==> config.mk <==
export PLATFORM = sky130hd
export DESIGN_NAME = mnvg_tree_pipelined
export DESIGN_NICKNAME = d
export VERILOG_FILES = /design/src/rtl/mnvg_pkg.sv /design/src/rtl/mnvg_merge.sv /design/src/rtl/mnvg_tree_pipelined.sv
export SDC_FILE = /design/constraint.sdc
export NUM_CORES = 1
export LEC_CHECK = 0
export BUFFER_PORTS_ARGS = -buffer_cell sky130_fd_sc_hd__buf_2
export CAP_MARGIN = 20
export CORE_MARGIN = 8
export CORE_UTILIZATION = 55
export CTS_BUF_LIST = sky130_fd_sc_hd__clkbuf_8
export DETAILED_ROUTE_END_ITERATION = 6
export PLACE_DENSITY = 0.83
export RECOVER_POWER = 100
export SKIP_CTS_REPAIR_TIMING = 1
export SLEW_MARGIN = 20
export SYNTH_ARGS = -nofsm -noshare
export SYNTH_HDL_FRONTEND = slang
export SYNTH_SLANG_ARGS = --single-unit
==> constraint.sdc <==
create_clock -name clk -period 3.6 [get_ports clk]
set_input_delay 0.18 -clock clk [delete_from_list [all_inputs] [get_ports clk]]
set_output_delay 0.18 -clock clk [all_outputs]
set_load 0.01 [all_outputs]
==> src/rtl/mnvg_pkg.sv <==
// Shared constants, tuple type and tree-depth helper for the min1/min2/index finder.
package mnvg_pkg;

  localparam int W_DEF     = 6;
  localparam int NLANE_DEF = 4;
  localparam int IDXW_DEF  = 4;
  localparam int MAG_W     = W_DEF - 1;

  localparam logic [MAG_W-1:0] MAX_MAG = {MAG_W{1'b1}};

  typedef struct packed {
    logic [MAG_W-1:0]    min1;
    logic [MAG_W-1:0]    min2;
    logic [IDXW_DEF-1:0] idx;
  } mnvg_tuple_t;

  function automatic int tree_levels(input int nlane);
    return $clog2(nlane);
  endfunction

endpackage

==> src/rtl/mnvg_merge.sv <==
// Combinational merge of two (min1, min2, idx) tuples; A is the earlier, lower-index side.
module mnvg_merge
  import mnvg_pkg::*;
#(
  parameter int MW = MAG_W,
  parameter int IW = IDXW_DEF
) (
  input  logic [MW-1:0] a_min1,
  input  logic [MW-1:0] a_min2,
  input  logic [IW-1:0] a_idx,
  input  logic [MW-1:0] b_min1,
  input  logic [MW-1:0] b_min2,
  input  logic [IW-1:0] b_idx,
  output logic [MW-1:0] min1,
  output logic [MW-1:0] min2,
  output logic [IW-1:0] idx
);

  // Ties resolve to A so the lowest global index keeps min1.
  always_comb begin
    min1 = a_min1;
    min2 = a_min2;
    idx  = a_idx;
    if (a_min1 <= b_min1) begin
      min1 = a_min1;
      idx  = a_idx;
      min2 = (b_min1 < a_min2) ? b_min1 : a_min2;
    end else begin
      min1 = b_min1;
      idx  = b_idx;
      min2 = (a_min1 < b_min2) ? a_min1 : b_min2;
    end
  end

endmodule

==> src/rtl/mnvg_tree_pipelined.sv <==
// Pipelined min1/min2/index finder: registered binary compare tree plus a per-row
// accumulator so rows may span several beats of NLANE magnitudes.
module mnvg_tree_pipelined
  import mnvg_pkg::*;
#(
  parameter int W     = W_DEF,
  parameter int NLANE = NLANE_DEF,
  parameter int IDXW  = IDXW_DEF
) (
  input  logic                   clk,
  input  logic                   rst,
  input  logic                   in_valid,
  input  logic                   in_last,
  input  logic [NLANE*(W-1)-1:0] x,
  output logic                   out_valid,
  output logic [W-2:0]           min1,
  output logic [W-2:0]           min2,
  output logic [IDXW-1:0]        idx,
  output logic                   ovf
);

  localparam int MW   = W - 1;
  localparam int LVL  = tree_levels(NLANE);
  localparam int NINT = NLANE - 1;
  localparam int PW   = IDXW + LVL + 2;
  localparam logic [MW-1:0] ONES = {MW{1'b1}};

  logic [MW-1:0]   leaf_min1_s [NLANE];
  logic [IDXW-1:0] leaf_idx_s  [NLANE];

  // Internal nodes in heap order: node i has children 2i+1 (A) and 2i+2 (B).
  logic [MW-1:0]   node_min1_r [NINT];
  logic [MW-1:0]   node_min2_r [NINT];
  logic [IDXW-1:0] node_idx_r  [NINT];
  logic [MW-1:0]   mg_min1_s   [NINT];
  logic [MW-1:0]   mg_min2_s   [NINT];
  logic [IDXW-1:0] mg_idx_s    [NINT];

  logic [LVL-1:0] vld_r;
  logic [LVL-1:0] lst_r;

  for (genvar k = 0; k < NLANE; k++) begin : g_leaf
    assign leaf_min1_s[k] = x[k*MW +: MW];
    assign leaf_idx_s[k]  = IDXW'(k);
  end

  for (genvar i = 0; i < NINT; i++) begin : g_node
    logic [MW-1:0]   a_min1_s;
    logic [MW-1:0]   a_min2_s;
    logic [IDXW-1:0] a_idx_s;
    logic [MW-1:0]   b_min1_s;
    logic [MW-1:0]   b_min2_s;
    logic [IDXW-1:0] b_idx_s;

    if (2*i+1 >= NINT) begin : g_leaf_kids
      assign a_min1_s = leaf_min1_s[2*i+1-NINT];
      assign a_min2_s = ONES;
      assign a_idx_s  = leaf_idx_s[2*i+1-NINT];
      assign b_min1_s = leaf_min1_s[2*i+2-NINT];
      assign b_min2_s = ONES;
      assign b_idx_s  = leaf_idx_s[2*i+2-NINT];
    end else begin : g_node_kids
      assign a_min1_s = node_min1_r[2*i+1];
      assign a_min2_s = node_min2_r[2*i+1];
      assign a_idx_s  = node_idx_r[2*i+1];
      assign b_min1_s = node_min1_r[2*i+2];
      assign b_min2_s = node_min2_r[2*i+2];
      assign b_idx_s  = node_idx_r[2*i+2];
    end

    mnvg_merge #(.MW(MW), .IW(IDXW)) u_merge (
      .a_min1 (a_min1_s),
      .a_min2 (a_min2_s),
      .a_idx  (a_idx_s),
      .b_min1 (b_min1_s),
      .b_min2 (b_min2_s),
      .b_idx  (b_idx_s),
      .min1   (mg_min1_s[i]),
      .min2   (mg_min2_s[i]),
      .idx    (mg_idx_s[i])
    );
  end

  // Tree ranks: each internal node registers its merge result.
  always_ff @(posedge clk or negedge rst) begin
    if (!rst) begin
      for (int i = 0; i < NINT; i++) begin
        node_min1_r[i] <= {MW{1'b0}};
        node_min2_r[i] <= {MW{1'b0}};
        node_idx_r[i]  <= {IDXW{1'b0}};
      end
    end else begin
      for (int i = 0; i < NINT; i++) begin
        node_min1_r[i] <= mg_min1_s[i];
        node_min2_r[i] <= mg_min2_s[i];
        node_idx_r[i]  <= mg_idx_s[i];
      end
    end
  end

  // Beat valid and row-end marker travel alongside the tree data.
  always_ff @(posedge clk or negedge rst) begin
    if (!rst) begin
      vld_r <= {LVL{1'b0}};
      lst_r <= {LVL{1'b0}};
    end else begin
      vld_r[0] <= in_valid;
      lst_r[0] <= in_valid & in_last;
      for (int l = 1; l < LVL; l++) begin
        vld_r[l] <= vld_r[l-1];
        lst_r[l] <= lst_r[l-1];
      end
    end
  end

  logic [MW-1:0]   acc_min1_r;
  logic [MW-1:0]   acc_min2_r;
  logic [IDXW-1:0] acc_idx_r;
  logic [IDXW:0]   beat_r;
  logic            in_row_r;
  logic            ovf_acc_r;
  logic            out_valid_r;
  logic [MW-1:0]   min1_r;
  logic [MW-1:0]   min2_r;
  logic [IDXW-1:0] idx_r;
  logic            ovf_r;

  logic [PW-1:0]   base_s;
  logic [PW-1:0]   top_pos_s;
  logic [IDXW-1:0] off_idx_s;
  logic            beat_ovf_s;
  logic [MW-1:0]   am_min1_s;
  logic [MW-1:0]   am_min2_s;
  logic [IDXW-1:0] am_idx_s;
  logic [MW-1:0]   nxt_min1_s;
  logic [MW-1:0]   nxt_min2_s;
  logic [IDXW-1:0] nxt_idx_s;
  logic            nxt_ovf_s;

  // First global position of this beat, and its last position for the overflow test.
  assign base_s     = PW'(beat_r) << LVL;
  assign top_pos_s  = base_s + PW'(NLANE - 1);
  assign beat_ovf_s = |top_pos_s[PW-1:IDXW];
  assign off_idx_s  = node_idx_r[0] + base_s[IDXW-1:0];

  mnvg_merge #(.MW(MW), .IW(IDXW)) u_acc_merge (
    .a_min1 (acc_min1_r),
    .a_min2 (acc_min2_r),
    .a_idx  (acc_idx_r),
    .b_min1 (node_min1_r[0]),
    .b_min2 (node_min2_r[0]),
    .b_idx  (off_idx_s),
    .min1   (am_min1_s),
    .min2   (am_min2_s),
    .idx    (am_idx_s)
  );

  // A row's first beat loads the tree tuple; later beats merge into the accumulator.
  always_comb begin
    nxt_min1_s = am_min1_s;
    nxt_min2_s = am_min2_s;
    nxt_idx_s  = am_idx_s;
    nxt_ovf_s  = ovf_acc_r | beat_ovf_s;
    if (!in_row_r) begin
      nxt_min1_s = node_min1_r[0];
      nxt_min2_s = node_min2_r[0];
      nxt_idx_s  = off_idx_s;
    end else begin
      nxt_min1_s = am_min1_s;
      nxt_min2_s = am_min2_s;
      nxt_idx_s  = am_idx_s;
    end
  end

  // Accumulator and registered row-result outputs.
  always_ff @(posedge clk or negedge rst) begin
    if (!rst) begin
      acc_min1_r  <= {MW{1'b0}};
      acc_min2_r  <= {MW{1'b0}};
      acc_idx_r   <= {IDXW{1'b0}};
      beat_r      <= {(IDXW+1){1'b0}};
      in_row_r    <= 1'b0;
      ovf_acc_r   <= 1'b0;
      out_valid_r <= 1'b0;
      min1_r      <= {MW{1'b0}};
      min2_r      <= {MW{1'b0}};
      idx_r       <= {IDXW{1'b0}};
      ovf_r       <= 1'b0;
    end else begin
      out_valid_r <= 1'b0;
      if (vld_r[LVL-1]) begin
        if (lst_r[LVL-1]) begin
          min1_r      <= nxt_min1_s;
          min2_r      <= nxt_min2_s;
          idx_r       <= nxt_idx_s;
          ovf_r       <= nxt_ovf_s;
          out_valid_r <= 1'b1;
          beat_r      <= {(IDXW+1){1'b0}};
          ovf_acc_r   <= 1'b0;
          in_row_r    <= 1'b0;
        end else begin
          acc_min1_r <= nxt_min1_s;
          acc_min2_r <= nxt_min2_s;
          acc_idx_r  <= nxt_idx_s;
          ovf_acc_r  <= nxt_ovf_s;
          in_row_r   <= 1'b1;
          beat_r     <= (&beat_r) ? beat_r : beat_r + (IDXW+1)'(1);
        end
      end else begin
        beat_r <= beat_r;
      end
    end
  end

  assign out_valid = out_valid_r;
  assign min1      = min1_r;
  assign min2      = min2_r;
  assign idx       = idx_r;
  assign ovf       = ovf_r;

endmodule

Yosys cells after proc, flatten, opt, wreduce, memory -nomap -nowiden
Cells that the tools add are included.
- register bits: 83
- bits in latches: 0
- memory bits (writable): 0
- memory bits (read-only): 0
- bits of input ports: 24
- output and inout bits: 16
- memories kept: 0
- add/subtract/negate cells: 3
- multiply operators: 0
- div/mod/pow operators: 0
- order comparisons: 12
- equality and inequality tests: 1
- shift operators: 0
- mux-type cells: 29
- bitwise gates (word level): 3
- reductions and logical operators: 5
- operators by type and width (cell ; count):
    $mux 5 ; 20
    $le 5x5->1 ; 4
    $lt 5x5->1 ; 4
    $lt 5x5->1 const B ; 4
    $mux 4 ; 3
    $add 7x2->8 const B ; 1
    $mux 1 ; 6
    $reduce_and 2->1 ; 3
    $add 5x1->5 const B ; 1
    $reduce_and 5->1 ; 1
    $add 4x4->4 ; 1
    $reduce_or 4->1 ; 1
    $ne 2x2->1 const B ; 1
    $and 1x1->1 ; 1
    $not 1->1 ; 1
    $or 1x1->1 ; 1

Longest topological paths before layout
- depth in word-level cells: 4
- gate-level depth with buffers: 9
- gate-level depth less buffers: 8

Hierarchy
A second synthesis with hierarchy kept.
- cells, all modules: 497
- area, all modules: 5396.4 sq um
- by module, submodules not included (module ; instances ; cells an instance ; area each (sq um)):
    mnvg_tree_pipelined ; 1 ; 205 ; 2803.9
    mnvg_merge ; 4 ; 73 ; 648.1

Worst setup path after synthesis
OpenSTA, ideal clock, no wires.
- path kind: register to register
- from: register node_min1_r[12] (netlist name)
- to: register acc_idx_r[3]
- library setup time: 0.127 ns
- data arrival time: 1.957 ns
- required time: 3.473 ns
- slack: 1.516 ns
- cell stages (with the launch flop): 9
- cell sequence: dfrtp_1 -> inv_1 -> ha_1 -> a211o_1 -> a221oi_4 -> o21ai_2 -> nand2_2 -> buf_4 -> mux2_1
- word-level cells in the longest chain between the ends: 3
- ends and longest elaborated chain (item ; RTL line ; RTL):
    start: declaration ; mnvg_tree_pipelined.sv:32 ; logic [MW-1:0] node_min1_r [NINT];
    start signal: indexed assignment ; mnvg_tree_pipelined.sv:88 ; node_min1_r[i] <= {MW{1'b0}};
    start signal: indexed assignment ; mnvg_tree_pipelined.sv:94 ; node_min1_r[i] <= mg_min1_s[i];
    $le 5x5->1 ; mnvg_merge.sv:24 ; if (a_min1 <= b_min1) begin
    $mux 4 ; mnvg_merge.sv:24 ;
    $mux 4 ; mnvg_tree_pipelined.sv:164 ; if (!in_row_r) begin
    end signal: assignment ; mnvg_tree_pipelined.sv:180 ; acc_idx_r <= {IDXW{1'b0}};
    end signal: assignment ; mnvg_tree_pipelined.sv:204 ; acc_idx_r <= nxt_idx_s;
    end: declaration ; mnvg_tree_pipelined.sv:118 ; logic [IDXW-1:0] acc_idx_r;
Every way passes these cells.
A chain may end at the register's enable or synchronous reset.

Worst setup path in the final report
- from: register node_min1_r[14] (netlist name)
- to: register acc_min1_r[0]
- word-level cells in the longest chain between the ends: 3
- ends and longest elaborated chain (item ; RTL line ; RTL):
    $le 5x5->1 ; mnvg_merge.sv:24 ;
    $mux 5 ; mnvg_merge.sv:24 ;
    $mux 5 ; mnvg_tree_pipelined.sv:164 ;
    end signal: assignment ; mnvg_tree_pipelined.sv:178 ; acc_min1_r <= {MW{1'b0}};
    end signal: assignment ; mnvg_tree_pipelined.sv:202 ; acc_min1_r <= nxt_min1_s;
    end: declaration ; mnvg_tree_pipelined.sv:116 ; logic [MW-1:0] acc_min1_r;
Every way passes these cells.

==> metrics <==
status complete, but fails checks; failing checks max-capacitance violations, max-slew violations; period utilization 81.1%; Pre-antenna DRT Iters 4; syn nets 456; Worst Skew 0.00962 ns; Finished Core Util 63.1%; final wirelength 8.61 mm; HPWL after DPL 6.61 mm; CTS clock-pin slew for the worst setup and hold paths 0.08 ns; vias in the first global route 3217; starting density of the core 57.1%; CTS buffer count 9; fraction of layout cells with a size suffix above 1 15.2%; Seq/Total Area, Yosys 45.9%; Die Y 103 um; via count 3049; Netlist cell types 50; HP Class input port to flip-flop; share of the synthesized area in the top cell type 45.9%; drt via density 5.64; crit start category flip-flop; peak fanout along the critical path 13; TritonCTS Sinks 76; final setup fails 0; Final #Nets 499; Slew HR -20.9%; worst endpoint required time 3.84 ns; Post-synth EDFFs 0; Final Max Slew Viols 35; Fin. Hold Viols 0; cell count after synthesis 394; Congestion Overflow GR 0; Mapped Area 4140 um2; CTS tree built; cell taking the most area after synthesis dfrtp_1; VDD IR-drop max 0.000307 V; RSZ-0062 raised after global routing false; # diodes 0; Synth Warn # 0; IO Pins 40; Setup TNS 0 ns; largest net degree at the start of global routing 44; Max Cap Viol 1; Tot Pwr 3.45 mW; Async SR Flop Fraction 100%; Placer Congestion 0.851; Root Buffer clkbuf_8; antenna viol nets, final 0; worst-skew pair later-pin latency 0.35 ns; kind of critical path flip-flop to flip-flop; H-tree levels 3; initial antenna violation count 0; Slew @ Worst Pin 1.81 ns; mean post-synth cell area 10.5 um2; LEAKAGE 2.23 nW; hold_ws 0.0330 ns; I/O Buffers 39; 1st-iter DRT viols 87; Total Routing Usage GR 17.9%; drt wl/cell 15.9 um; global-route wire length before repair 14.6 mm; DRC errors left 0; #FFs+latches synth 76; Cell Pwr Density 754 nW/um2; Max Freq 342 MHz; WP data arrival 3.16 ns; core area 7250 um2; Area Overhead vs Synth 10.6%; fin crit period 2.92 ns; die area 10600 um2; die width 103 um; # rows 31; Most used DFF post-synth dfrtp_1; Synth area leaders dfrtp_1, ha_1, mux2i_1; CTS Buffer Depth 2; Setup crit end kind flip-flop
routing by layer:
metal / global-route usage [%] / routed length (um) / vias up
li1: - / - / 1480
met1: 19.8 / 3540 / 1466
met2: 30.9 / 4430 / 78
met3: 4.59 / 377 / 25
met4: 9.45 / 265 / 0
met5: 0 / 0 / -
per-stage QoR:
| step | cell area [um2] | instances | worst slack (ns) |
|---|---|---|---|
| final | 4580 | 541 | 0.680 |
| after global routing | 4580 | 541 | 0.530 |
| after CTS | 4620 | 539 | 0.900 |
| after detailed placement | 4410 | 523 | 0.924 |
| after global placement | 4410 | 523 | 0.980 |
| after floorplan | 4140 | 394 | 1.52 |
area by class of cell:
type                    instances  area (um2)
repair buffers                 42         201
well taps                      99         124
clock buffers                  10         138
clock inverters                 6        70.1
multi-input cells             268        1990
flip-flops and latches         76        1900
inverters                      40         150
fillers                       623        2670
worst max-delay path, cell delays in order (launching register included):
cell and delay [ns]:
dfrtp_1 0.43, inv_1 0.08, ha_1 0.32, and4_1 0.25, and2_0 0.22, o21ai_2 0.59, nand2_1 0.48, mux2_1 0.44
kinds of logic after synthesis:
group / count (synthesis) / share of synthesized area (%)
buffers and inverters: 50 / 5.02
other: 1 / 0.0906
flip-flops: 76 / 45.9
multiplexers: 42 / 10.8
adder cells (fa/ha/maj): 38 / 11.5
AO/OA/AOI/OAI: 103 / 16.4
AND/OR/NAND/NOR: 84 / 10.3
synth_stat cells (all sizes together), types with 2 or more instances:
cell,n
buf,4
nand4,3
nor2,13
nor3,10
mux2,20
o211ai,4
o21ai,33
ha,38
a221oi,2
a21o,8
clkbuf,6
inv,40
o2bb2ai,5
or2,5
nand2,32
dfrtp,76
nor2b,5
and2,3
o22ai,10
a21oi,29
nand2b,5
a22oi,4
o21a,4
mux2i,22
nor3b,2
placed cells by master (no fill, tap or decap), types with 2 or more instances in the layout:
cell and n:
clkinvlp_4 3, o21a_1 4, o21ai_0 26, nor2_2 2, nor3_1 10, clkbuf_1 17
mux2_1 2, or2_2 4, nand2b_1 5, nand2_1 32, clkbuf_8 10, a21oi_1 29
inv_6 2, o21ai_1 5, nor3b_1 2, nor2_1 11, mux2_2 18, mux2i_1 22
o211ai_1 4, nand4_1 3, ha_1 38, nor2b_1 5, dfrtp_1 76, a22oi_1 4
o22ai_1 10, and2_1 2, inv_1 40, dlygate4sd3_1 2, o2bb2ai_1 5, buf_2 22
a21o_1 8
worst paths after layout:
| kind | startpoint | to | slack (ns) | cells after the start |
|---|---|---|---|---|
| worst max-delay path | node_min1_r[14] | acc_min1_r[0] | 0.68 | 7 |
| worst min register to register | lst_r[0] | lst_r[1] | 0.35 | 0 |
| max in group asynchronous | rst | g_node[0].b_min2_s[3] | 1.38 | 3 |
| worst max register to register | node_min1_r[14] | acc_min1_r[0] | 0.68 | 7 |
| worst min-delay path | in_last | lst_r[0] | 0.03 | 2 |
| min in group asynchronous | rst | min1[1] | 0.85 | 2 |
report_power, final:
part | switching [mW] | internal, mW | leakage (nW)
sequential | 0.235 | 1.11 | 0.906
clock | 0.332 | 0.344 | 0.0955
combinational | 0.805 | 0.626 | 1.23
Power figures use the tool's default switching activity.
